**src/rtl/round_robin_sel6.sv**
```systemverilog
// Six-channel round-robin select generator: picks one requester, holds the grant
// until done, request drop or HOLD_MAX cycles, then forces one idle cycle.
module round_robin_sel6 #(
  parameter int unsigned HOLD_MAX = 8
) (
  input  logic       clk,
  input  logic       rst_n,
  input  logic [5:0] req,
  input  logic       done,
  output logic [2:0] sel,
  output logic       sel_valid,
  output logic [5:0] grant,
  output logic       timeout
);

  typedef enum logic {
    IDLE  = 1'b0,
    GRANT = 1'b1
  } state_t;

  localparam logic [7:0] HOLD_LAST = 8'(HOLD_MAX - 1);

  state_t     state_q, state_d;
  logic [2:0] ptr_q, ptr_d;
  logic [2:0] sel_q, sel_d;
  logic       sel_valid_q, sel_valid_d;
  logic [5:0] grant_q, grant_d;
  logic       timeout_q, timeout_d;
  logic [7:0] hold_cnt_q, hold_cnt_d;

  logic [3:0] pick_s;
  logic       exit_user_s;
  logic       exit_hold_s;
  logic [2:0] ptr_next_s;

  // Rotating priority scan from p; result is {found, index}.
  function automatic logic [3:0] rr_pick(input logic [5:0] r, input logic [2:0] p);
    logic [3:0] res;
    logic [2:0] idx;
    res = 4'b0000;
    idx = p;
    for (int k = 0; k < 6; k++) begin
      if (!res[3] && r[idx]) begin
        res = {1'b1, idx};
      end else begin
        res = res;
      end
      idx = (idx == 3'd5) ? 3'd0 : idx + 3'd1;
    end
    return res;
  endfunction

  assign pick_s      = rr_pick(req, ptr_q);
  assign exit_user_s = done | ~req[sel_q];
  assign exit_hold_s = (hold_cnt_q == HOLD_LAST);
  assign ptr_next_s  = (sel_q == 3'd5) ? 3'd0 : sel_q + 3'd1;

  // Next-state and next-output computation for the two-state arbiter.
  always_comb begin
    state_d     = state_q;
    ptr_d       = ptr_q;
    sel_d       = sel_q;
    sel_valid_d = sel_valid_q;
    grant_d     = grant_q;
    timeout_d   = 1'b0;
    hold_cnt_d  = hold_cnt_q;
    case (state_q)
      IDLE: begin
        if (pick_s[3]) begin
          state_d     = GRANT;
          sel_d       = pick_s[2:0];
          sel_valid_d = 1'b1;
          grant_d     = 6'b000001 << pick_s[2:0];
          hold_cnt_d  = 8'd0;
        end else begin
          sel_valid_d = 1'b0;
          grant_d     = 6'b000000;
        end
      end
      GRANT: begin
        // done / request drop win over the hold limit, so timeout only on a pure hold exit
        if (exit_user_s || exit_hold_s) begin
          state_d     = IDLE;
          sel_valid_d = 1'b0;
          grant_d     = 6'b000000;
          ptr_d       = ptr_next_s;
          timeout_d   = ~exit_user_s;
        end else begin
          hold_cnt_d  = (hold_cnt_q == 8'hFF) ? hold_cnt_q : hold_cnt_q + 8'd1;
        end
      end
      default: begin
        state_d     = IDLE;
        sel_valid_d = 1'b0;
        grant_d     = 6'b000000;
        ptr_d       = 3'd0;
      end
    endcase
  end

  // State and registered outputs with synchronous active-low reset.
  always_ff @(posedge clk) begin
    if (!rst_n) begin
      state_q     <= IDLE;
      ptr_q       <= 3'd0;
      sel_q       <= 3'd0;
      sel_valid_q <= 1'b0;
      grant_q     <= 6'b000000;
      timeout_q   <= 1'b0;
      hold_cnt_q  <= 8'd0;
    end else begin
      state_q     <= state_d;
      ptr_q       <= ptr_d;
      sel_q       <= sel_d;
      sel_valid_q <= sel_valid_d;
      grant_q     <= grant_d;
      timeout_q   <= timeout_d;
      hold_cnt_q  <= hold_cnt_d;
    end
  end

  assign sel       = sel_q;
  assign sel_valid = sel_valid_q;
  assign grant     = grant_q;
  assign timeout   = timeout_q;

endmodule

```
**config.mk**
```make
export PLATFORM = sky130hd
export DESIGN_NAME = round_robin_sel6
export DESIGN_NICKNAME = d
export VERILOG_FILES = /design/src/rtl/round_robin_sel6.sv
export SDC_FILE = /design/constraint.sdc
export NUM_CORES = 1
export LEC_CHECK = 0
export ABC_CLOCK_PERIOD_IN_PS = 5400
export BUFFER_PORTS_ARGS = -buffer_cell sky130_fd_sc_hd__buf_2
export CAP_MARGIN = 20
export CORE_ASPECT_RATIO = 0.6
export CORE_MARGIN = 2
export CORE_UTILIZATION = 49
export CTS_CLUSTER_SIZE = 28
export DETAILED_ROUTE_END_ITERATION = 8
export PLACE_DENSITY = 0.72
export SLEW_MARGIN = 5
export SYNTH_ARGS = -nofsm -noshare
export SYNTH_HDL_FRONTEND = slang
export SYNTH_SLANG_ARGS = --single-unit
export TNS_END_PERCENT = 5
```
**constraint.sdc**
```tcl
create_clock -name clk -period 5.4 [get_ports clk]
set_input_delay 0 -clock clk [delete_from_list [all_inputs] [get_ports clk]]
set_output_delay 0 -clock clk [all_outputs]
set_load 0.05 [all_outputs]
```
# Yosys cells after proc, flatten, opt, wreduce, memory -nomap -nowiden
# Index checks and enable logic that the tools add are counted.
word_totals:
  register_bits: 23
  elab_cells: 91
  input_bits: 9
  out_inout_bits: 11
op_classes:
  n_addsub: 7
  n_bitwise: 4
  eq_ne: 12
  n_mux: 38
  n_lt_le_gt_ge: 7
  reduce_logical: 15
  shifts: 1
ops:
  columns: ["cell", "n"]
  rows:
  - ["less-than comparator 3 x 4 -> 1 bit (second input constant)", 7]
  - ["2-to-1 mux 4 bit", 6]
  - ["2-to-1 mux 8 bit", 3]
  - ["binary-select mux 1 bit (select 3 bit)", 7]
  - ["adder 3 x 1 -> 3 bit (second input constant)", 6]
  - ["equality test 3 bit (second input constant)", 6]
  - ["2-to-1 mux 3 bit", 6]
  - ["case mux 8 bit (2 select lines)", 1]
  - ["2-to-1 mux 6 bit", 2]
  - ["case mux 6 bit (2 select lines)", 1]
  - ["2-to-1 mux 1 bit", 10]
  - ["adder 8 x 1 -> 8 bit (second input constant)", 1]
  - ["equality test 8 x 3 -> 1 bit (second input constant)", 1]
  - ["equality test 8 bit (second input constant)", 1]
  - ["!= test 2 bit (second input constant)", 3]
  - ["AND reduction 3 bit", 2]
  - ["<< shifter 1 x 3 -> 6 bit (first input constant)", 1]
  - ["logical AND 1 bit", 5]
  - ["logical NOT 1 bit", 5]
  - ["case mux 1 bit (2 select lines)", 2]
  - ["AND reduction 2 bit", 2]
  - ["NOT 1 bit", 3]
  - ["!= test 2 x 1 -> 1 bit (second input constant)", 1]
  - ["logical OR 1 bit", 1]
  - ["OR 1 bit", 1]

# Longest topological paths before layout
logic_depth:
  ltp_word: 21
  depth_mapped: 10
  mapped_depth_nobuf: 8

# Worst setup path after synthesis
# Ideal clock, no wire load.
synth_timing:
  path_kind: "reg2reg"
  startpoint: "register sel_q[0], in the netlist sel[0]"
  endpoint: "register state_q"
  path_slack_ns: 2.935
  t_arrival_ns: 2.342
  path_stages_with_launch: 8
  setup_time_ns: 0.123
  period_less_slack_ns: 2.465
  cell_sequence: "dfxtp_1 mux4_1 a22oi_1 nor2_1 and2_1 and3_1 buf_1 or2_2"
synth_between:
  elab_chain_cells: 7
synth_rtl:
  columns: ["element", "line", "text"]
  rows:
  - ["from (decl)", "25", "logic [2:0] sel_q, sel_d;"]
  - ["from (signal assigned)", "114", "sel_q <= sel_d;"]
  - ["binary-select mux 1 bit (select 3 bit)", "54", "assign exit_user_s = done | ~req[sel_q];"]
  - ["2-to-1 mux 1 bit (not written as such)", "54", null]
  - ["NOT 1 bit", "54", null]
  - ["OR 1 bit", "54", null]
  - ["logical OR 1 bit", "82", "if (exit_user_s || exit_hold_s) begin"]
  - ["2-to-1 mux 1 bit", "82", null]
  - ["case mux 1 bit (2 select lines)", "67", "case (state_q)"]
  - ["to (signal assigned)", "112", "state_q <= state_d;"]
  - ["to (decl)", "23", "state_t state_q, state_d;"]
# No other way between the ends. The select of a mux whose other input is x is not followed.
# A chain may end at the register's enable or synchronous reset.

# Worst setup path after layout
layout_timing:
  startpoint: "register ptr_q[0]"
  endpoint: "register grant_q[5], in the netlist grant[5]"
layout_between:
  elab_chain_cells: 21
layout_rtl:
  columns: ["element", "line", "text"]
  rows:
  - ["from (decl)", "24", "logic [2:0] ptr_q, ptr_d;"]
  - ["from (signal assigned)", "113", "ptr_q <= ptr_d;"]
  - ["branches (longest 17 deep; another with adder 3 x 1 -> 3 bit)", null, null]
  - ["2-to-1 mux 4 bit *", "43", "if (!res[3] && r[idx]) begin"]
  - ["<< shifter 1 x 3 -> 6 bit", "73", "grant_d = 6'b000001 << pick_s[2:0];"]
  - ["2-to-1 mux 6 bit *", "69", "if (pick_s[3]) begin"]
  - ["case mux 6 bit (2 select lines) *", "67", null]
  - ["to (signal assigned)", "116", "grant_q <= grant_d;"]
  - ["to (decl)", "27", "logic [5:0] grant_q, grant_d;"]
# Every way passes the cells marked *. The select of a mux whose other input is x is not followed.

==> qor.yml <==
outcome: "completed"
die_h_um: 49.3
layout.nets: 223
grt_use_total_pct: 21.6
grt_pass1_vias: 1354
hold_violations: 0
post_cts_resized: 0
synth.cell_area_mm2: 0.00168
firstDrtPassIters: 4
final_cell_area_mm2: 0.00182
final_max_slew_viol_count: 0
synth_warnings: 0
gp_congestion: 0.878
portBuffers: 19
start_util_pct: 51.4
crit_slowest_cell: "dfxtp_1"
crit_path_end_kind: "flip-flop"
fmax_mhz: 307
post-cts-setup-buffers: 0
post-route-period-util_pct: 60.3
synth-seq-area-share_pct: 27.5
grt_antenna_before_repair: 0
crit_chain: "clkinv_1 -> a32oi_2 -> nand2_1 -> a211oi_1 -> a211oi_1 -> a211o_1 -> o41ai_1"
synth_cells: 200
synth_cell_type_count: 49
syn_nets: 210
insertion_delay_ns: 0.26
wl_um: 3910
first_iter_violations: 174
cts_sinks: 23
setup_violations: 0
hold_slack_ns: 0.0282
slowest_delay_ns: 0.85
syn_to_final_growth_pct: 8.43
dpl.hpwl_um: 2930
power_density_mw_per_mm2: 337
wl_per_cell_um: 15.2
root_buffer: "clkbuf_8"
dp.cells: 253
rsz0062_at_grt: "false"
cp_max_fo: 22
relSlewSlack_pct: 45.8
final_antenna_net_count: 0
tightest_slew_ns: 0.812
final_common_cell: "dfxtp_1"
clk_pin_slew_worst_paths_ns: 0.08
cts_tree: "yes"
tns_ns: 0
syn_area_per_cell_um2: 8.38
finalCriticalPeriod_ns: 3.25
clock_path_buffers: 2
worstSetupStartpointType: "flip-flop"
worstHoldPathType: "input pin to flip-flop"
numCtsBuffers: 3
dieArea_mm2: 0.00392
path_class: "flip-flop to flip-flop"
arrival_ns: 3.42
holdBufCountCts: 0
antenna_cells: 0
post-route-drc-count: 0
synth_edf_count: 0
fin_worst_skew_ns: 0.00170
fin_cells: 257
dpl_cell_area_mm2: 0.00177
max-vdd-ir-drop_mv: 0.191
synth_flop_cell: "dfxtp_1"
ys_seq_elements: 23
fp.coreArea_mm2: 0.00326
h-tree-depth: 1
row_count: 16
final_cell_mix: "dfxtp_1 (23), nand2_1 (21), buf_2 (19)"
p_leak_nw: 0.664
async_flop_share_pct: 0
drive_gt1_share_pct: 18.4
cpMostUsedCell: "a211oi_1"
vias: 1548
io-pin-count: 20
die_w_um: 79.5
max-cap-violations: 0
routed_via_density: 6.02
fillers: 315
overflow: 0
required_ns: 5.56
grt_pass1_wl_um: 6730
grt_max_degree: 24
-- path summary, 6_finish.rpt --
| kind | slack (ns) | cells after the start | start | to |
|---|---|---|---|---|
| setup / recovery | 2.15 | 7 | ptr_q[0]$_SDFFE_PN0P_ | grant[5]$_SDFFE_PN0P_ |
| hold / removal | 0.03 | 4 | done | timeout$_SDFF_PN0_ |
| setup reg to reg | 2.15 | 7 | ptr_q[0]$_SDFFE_PN0P_ | grant[5]$_SDFFE_PN0P_ |
| hold reg to reg | 0.45 | 2 | grant[0]$_SDFFE_PN0P_ | grant[0]$_SDFFE_PN0P_ |
-- stage by stage --
step                setup WS, ns  power [mW]  utilization (%)
floorplan                   2.93       0.451                -
global placement            2.35       0.510             54.3
detailed placement          2.17       0.507             54.3
CTS                         2.18       0.611             55.7
global route                1.82       0.653             55.7
finish                      2.15       0.613             55.7
-- final cells by class --
class	instances	area, µm²	area share, %
well taps	45	56.3	3.10
clock buffers	4	45.0	2.48
inverters	6	22.5	1.24
flip-flops and latches	23	460	25.3
multi-input cells	160	1140	62.6
repair buffers	19	95.1	5.23
-- state kept, by name (all words and copies together) (netlist names) --
register	count
ptr_q	3
grant	6
sel	3
hold_cnt_q	8
timeout	1
state_q	1
sel_valid	1
-- worst max-delay path, delay by kind of cell (launching register included) --
family / cells / cell delay [ns]
DFF: 1 / 0.85
and+or+nand+nor: 1 / 0.18
AOI/OAI and AO/OA: 5 / 1.62
buffers and inverters: 1 / 0.50
-- where the power goes --
part / switching, mW / internal (mW)
sequential: 0.0381 / 0.189
combinational: 0.178 / 0.103
clock: 0.0523 / 0.0526
-- synthesized netlist by cell type (all sizes together), types with 5 or more instances --
cell    number  area, µm²
buf          7       40.0
nand2b       8       50.1
nand3       10       50.1
dfxtp       23        460
and2         5       31.3
xnor2        6       52.6
mux2         6       67.6
a211oi       7       52.6
nor2        16       60.1
mux2i        8       80.1
a21oi        6       30.0
nand2       21       78.8
inv          5       18.8
o21ai        9       45.0
nor3         6       30.0
-- routing by layer --
metal / vias to the layer above / GRT usage (%) / wire length (µm)
met2: 59 / 27.6 / 1450
met1: 708 / 36.0 / 2110
met3: 2 / 5.56 / 347
met4: 0 / 2.30 / 4
met5: - / 0 / 0
li1: 779 / - / -
-- cell families after synthesis --
| logic type | Yosys count | share of synthesized area, % |
|---|---|---|
| AOI/OAI and AO/OA | 52 | 24.6 |
| xor gates and xnor gates | 6 | 3.13 |
| adders and majority gates | 1 | 0.746 |
| buffers and inverters | 17 | 4.63 |
| DFF | 23 | 27.5 |
| muxes | 18 | 14.6 |
| and+or+nand+nor | 83 | 24.8 |
(Power assumes the default switching activity.)
